`src/rtl/ulaplus_palette_loader.sv`:
```
// ULAplus palette loader: takes the Z80 bus and streams palette entries
// plus the config byte through the ULAplus select/data ports.
module ulaplus_palette_loader #(
    parameter int         NENTRIES  = 64,
    parameter int         STROBE    = 2,
    parameter logic [7:0] CFG_VALUE = 8'h01,
    parameter bit         WRITE_CFG = 1'b1
) (
    input  logic        clk7,
    input  logic        rst_n,
    input  logic        start,
    output logic        busrq_n,
    input  logic        busak_n,
    output logic        bus_oe,
    output logic [15:0] a,
    output logic [7:0]  dout,
    output logic        iorq_n,
    output logic        wr_n,
    output logic        mreq_n,
    output logic        rd_n,
    output logic [5:0]  src_addr,
    input  logic [7:0]  src_data,
    output logic        busy,
    output logic        done
);

    localparam int SW = (STROBE > 1) ? $clog2(STROBE) : 1;
    localparam logic [SW-1:0] STB_LAST = SW'(STROBE - 1);
    localparam logic [5:0] CNT_LAST = 6'(NENTRIES - 1);
    localparam logic [15:0] A_SEL = 16'hBF3B;
    localparam logic [15:0] A_DAT = 16'hFF3B;

    typedef enum logic [2:0] {
        S_IDLE,
        S_REQ,
        S_SETUP,
        S_STB,
        S_HOLD,
        S_REL
    } state_t;

    state_t        state, state_nx;
    logic          data_ph, data_ph_nx;
    logic          cfg_ph, cfg_ph_nx;
    logic [5:0]    cnt, cnt_nx;
    logic [SW-1:0] stb_cnt, stb_cnt_nx;
    logic [1:0]    ak_sync;
    logic          ak_n;
    logic [7:0]    cap;

    logic          busrq_nx, oe_nx, stb_nx, busy_nx, done_nx;
    logic [15:0]   a_nx;
    logic [7:0]    dout_nx;
    logic [5:0]    src_addr_nx;

    assign ak_n   = ak_sync[1];
    assign mreq_n = 1'b1;
    assign rd_n   = 1'b1;

    always_ff @(posedge clk7 or negedge rst_n) begin
        if (!rst_n) begin
            state   <= S_IDLE;
            data_ph <= 1'b0;
            cfg_ph  <= 1'b0;
            cnt     <= '0;
            stb_cnt <= '0;
            ak_sync <= 2'b11;
            cap     <= '0;
        end else begin
            state   <= state_nx;
            data_ph <= data_ph_nx;
            cfg_ph  <= cfg_ph_nx;
            cnt     <= cnt_nx;
            stb_cnt <= stb_cnt_nx;
            ak_sync <= {ak_sync[0], busak_n};
            // source byte is valid one cycle after ASETUP drove src_addr
            if (state == S_STB && !data_ph && !cfg_ph && stb_cnt == '0)
                cap <= src_data;
        end
    end

    always_comb begin
        state_nx   = state;
        data_ph_nx = data_ph;
        cfg_ph_nx  = cfg_ph;
        cnt_nx     = cnt;
        stb_cnt_nx = stb_cnt;
        unique case (state)
            S_IDLE: begin
                if (start) begin
                    state_nx   = S_REQ;
                    data_ph_nx = 1'b0;
                    cfg_ph_nx  = 1'b0;
                    cnt_nx     = '0;
                end
            end
            S_REQ: begin
                if (!ak_n)
                    state_nx = S_SETUP;
            end
            S_SETUP: begin
                stb_cnt_nx = '0;
                state_nx   = ak_n ? S_REL : S_STB;
            end
            S_STB: begin
                if (ak_n)
                    state_nx = S_REL;
                else if (stb_cnt == STB_LAST)
                    state_nx = S_HOLD;
                else
                    stb_cnt_nx = stb_cnt + 1'b1;
            end
            S_HOLD: begin
                if (ak_n) begin
                    state_nx = S_REL;
                end else if (!data_ph) begin
                    state_nx   = S_SETUP;
                    data_ph_nx = 1'b1;
                end else if (cfg_ph) begin
                    state_nx = S_REL;
                end else if (cnt == CNT_LAST) begin
                    if (WRITE_CFG) begin
                        state_nx   = S_SETUP;
                        cfg_ph_nx  = 1'b1;
                        data_ph_nx = 1'b0;
                    end else begin
                        state_nx = S_REL;
                    end
                end else begin
                    state_nx   = S_SETUP;
                    data_ph_nx = 1'b0;
                    cnt_nx     = cnt + 6'd1;
                end
            end
            S_REL: begin
                state_nx = S_IDLE;
            end
            default: begin
                state_nx = S_IDLE;
            end
        endcase
    end

    // bus outputs are computed from the next state and registered
    always_comb begin
        oe_nx       = (state_nx == S_SETUP) || (state_nx == S_STB)
                    || (state_nx == S_HOLD);
        busrq_nx    = !(oe_nx || state_nx == S_REQ);
        stb_nx      = (state_nx == S_STB);
        busy_nx     = (state_nx != S_IDLE);
        done_nx     = (state == S_REL);
        a_nx        = 16'h0000;
        dout_nx     = 8'hFF;
        src_addr_nx = src_addr;
        if (oe_nx) begin
            a_nx = data_ph_nx ? A_DAT : A_SEL;
            unique case (1'b1)
                (!data_ph_nx && cfg_ph_nx):  dout_nx = 8'h40;
                (!data_ph_nx && !cfg_ph_nx): dout_nx = {2'b00, cnt_nx};
                (data_ph_nx && cfg_ph_nx):   dout_nx = CFG_VALUE;
                default:                     dout_nx = cap;
            endcase
        end
        if (state_nx == S_SETUP && !data_ph_nx && !cfg_ph_nx)
            src_addr_nx = cnt_nx;
    end

    always_ff @(posedge clk7 or negedge rst_n) begin
        if (!rst_n) begin
            busrq_n  <= 1'b1;
            bus_oe   <= 1'b0;
            iorq_n   <= 1'b1;
            wr_n     <= 1'b1;
            a        <= 16'h0000;
            dout     <= 8'hFF;
            src_addr <= '0;
            busy     <= 1'b0;
            done     <= 1'b0;
        end else begin
            busrq_n  <= busrq_nx;
            bus_oe   <= oe_nx;
            iorq_n   <= !stb_nx;
            wr_n     <= !stb_nx;
            a        <= a_nx;
            dout     <= dout_nx;
            src_addr <= src_addr_nx;
            busy     <= busy_nx;
            done     <= done_nx;
        end
    end

endmodule

```
`config.mk`:
```
export PLATFORM = sky130hd
export DESIGN_NAME = ulaplus_palette_loader
export DESIGN_NICKNAME = d
export VERILOG_FILES = /design/src/rtl/ulaplus_palette_loader.sv
export SDC_FILE = /design/constraint.sdc
export NUM_CORES = 1
export LEC_CHECK = 0
export CORE_ASPECT_RATIO = 0.8
export CORE_MARGIN = 5
export CORE_UTILIZATION = 49
export DETAILED_ROUTE_END_ITERATION = 16
export HOLD_SLACK_MARGIN = 0.12
export PLACE_DENSITY = 0.8
export SYNTH_ARGS = -nofsm -noshare
export SYNTH_HDL_FRONTEND = slang
export SYNTH_SLANG_ARGS = --single-unit
```
`constraint.sdc`:
```
create_clock -name clk7 -period 2.34 [get_ports clk7]
set_input_delay 0.585 -clock clk7 [delete_from_list [all_inputs] [get_ports clk7]]
set_output_delay 0.585 -clock clk7 [all_outputs]
set_load 0.02 [all_outputs]
```
==> results.toml <==
[run_status]
status = "finished, final reports clean"

[floorplan]
die_y_um = 67.1
initial_utilization_pct = 51.8
fp-row-count = 20
core_um2 = 3850
ioPinCount = 50
dieWidth_um = 81.4
die-area_um2 = 5460

[flow_run]
maxCapViolations = 0

[yosys]
synthCells = 166
synth_top_area_share_pct = 37.6
synth_edf_count = 0
synth_top_flop_cell = "dfrtp_1"
syn_area_per_cell_um2 = 12.0
ys_top_cells_by_area = "dfrtp_1 (38%), dfstp_2 (16%), mux2_2 (7.9%), buf_4 (6.8%), a221o_1 (3.0%)"
yosys.area.top_type = "dfrtp_1"
synth_async_sr_flop_share_pct = 100
ys_warn_count = 0
ys_ff_latch = 42
synth_cell_type_count = 50
ys_seq_area_share_pct = 53.4
netlist_area_um2 = 2000

[power]
leakagePower_uw = 0.00109
ir_drop_uv = 527
cellPowerDensity_nw_per_um2 = 1230

[cts]
postCtsHoldBufs = 0
cts_tree = "yes"
cts_buffer_depth = 2
cts_sinks = 42
htreeDepth = 2
cts_root_buf = "clkbuf_8"
cts_buffers = 5
cts_setup_buffers = 0
clkTransAtPathRegs_ps = 70
clk_latency_ps = 290

[global_routing]
gr-usage-met1_pct = 19.2
grt_pass1_vias = 1436
use_met2_pct = 27.7
grt_antenna_before_repair = 0
met3_usage_pct = 5.41
busiest_layer = "met2"
grt_max_degree = 43
grt_pass1_wl_um = 6680
grtUsageTotal_pct = 16.2
grt_overflow_total = 0

[detailed_routing]
via_per_inst = 5.37
routedWlPerCell_um = 15.5
drc_errors = 0
first_pass_iters = 4
totalWireLength_um = 4140
drtIter0Drc = 112
route.antenna.remaining_nets = 0
vias = 1435

[sta]
tightestPinTransition_ps = 889
maxSlewViolCount = 0
relSlewSlack_pct = 40.7
fin_hold_ws_ps = 357
setup_violations = 0
finalHoldViolCount = 0
finalCriticalPeriod_ps = 2180
fin_worst_skew_ps = 9.29
rsz0062_at_grt = "false"
fmax_ghz = 0.458
fin_crit_sh_pct = 93.3

[critical_path]
required_ps = 2560
critPathCaptureType = "flop"
critPathLaunchType = "flop"
crit_path_max_incr_delay_ps = 510
crit_fanout = 10
crit_chain = "nor3b_4, nand4_1, o21ai_2, buf_4, nor2_1, buf_4, a221o_1"
critPathSlowestCell = "dfrtp_1"
cp_common_cell = "buf_4"
critPathKind = "reg2reg"
path_delay_family = "simple AND/OR/NAND/NOR gates"
worst-endpoint-arrival_ps = 2400
cp.buffers_inverters = 2

[min_path]
min_path_type = "reg2reg"

[placed_design]
place_area_um2 = 2440
io_buffers = 44
place_congestion = 0.772
dpl.hpwl_um = 3170

[finish]
layout_commonest_cell = "clkdlybuf4s50_1"
antenna_cells = 0
nFillCells = 310
syn_to_final_growth_pct = 27.2
drive_gt1_share_pct = 26.9
fin_area_um2 = 2540
nets = 224
final_cell_mix = "clkdlybuf4s50_1 (42), dfrtp_1 (30), mux2_2 (14), buf_4 (13), dfstp_2 (12)"
final_util_pct = 65.9
==> path summary, 6_finish.rpt <==
kind | startpoint | endpoint | slack [ps] | cells past startpoint
min in group asynchronous | rst_n | cnt[0] | 410 | 1
worst max register to register | state[1] | dout[1] | 160 | 7
worst min register to register | ak_sync[0] | ak_sync[1] | 360 | 0
worst min-delay path | ak_sync[0] | ak_sync[1] | 360 | 0
max in group asynchronous | rst_n | cap[4] | 1370 | 1
worst max-delay path | state[1] | dout[1] | 160 | 7
==> kinds of logic after synthesis <==
logic type	share of synthesized area [%]
AOI/OAI and AO/OA	14.1
other	0.376
DFF	53.4
buffers and inverters	9.28
adders and majority gates	0.627
muxes	8.90
and+or+nand+nor	13.3
==> flip-flops by register name, indices dropped and copies added, names as in the netlist, 2 cells and up <==
register,cells
cnt,6
cap,8
dout,8
ak_sync,2
src_addr,6
state,3
a,2
==> stage by stage <==
stage	cells	power, uW	worst slack (ps)	TNS [ps]
final	267	3130	157	0
after CTS	267	3150	82.2	0
after floorplan	169	2150	220	0
after global placement	259	2620	-289	-2330
after detailed placement	259	2680	-330	-2580
after global routing	267	3320	17.0	0
==> report_power, final <==
part	internal [uW]	leakage, uW	switching, uW
Clock	238	0.0000482	227
Sequential	1010	0.000515	182
Combinational	767	0.000531	713
Total	2010	0.00109	1120
==> timing repair <==
item	4_1_cts	5_1_grt
pin swaps	1	0
resized for setup	1	1
endpoints found under the setup margin	6	11
==> synthesized netlist by cell type (2+ instances only) <==
| library cell | number |
|---|---|
| inv_1 | 4 |
| o21bai_1 | 4 |
| mux2i_1 | 2 |
| nand3_1 | 3 |
| buf_6 | 2 |
| dfstp_2 | 12 |
| a21o_1 | 2 |
| mux2_2 | 14 |
| or2b_1 | 2 |
| o211ai_1 | 2 |
| nand2_1 | 9 |
| o21ai_0 | 4 |
| nand4_1 | 2 |
| conb_1 | 2 |
| buf_4 | 18 |
| nor2_1 | 10 |
| a21oi_1 | 7 |
| a221o_1 | 6 |
| dfrtp_1 | 30 |
==> cell type report <==
type	instances	area (um2)	share of cell area [%]
repair buffers	57	532	20.9
clock inverters	1	5.00	0.197
multi-input cells	100	762	30.0
clock buffers	7	86.3	3.40
flip-flops and latches	42	1070	42.0
well taps	55	68.8	2.71
inverters	5	18.8	0.739
==> per-layer routing <==
| metal | vias up | wire length, um |
|---|---|---|
| li1 | 666 | - |
| met1 | 714 | 1710 |
| met2 | 50 | 2060 |
| met3 | 5 | 328 |
| met4 | 0 | 47 |
| met5 | - | 0 |
Note: power is estimated with default switching activity, not from simulation.
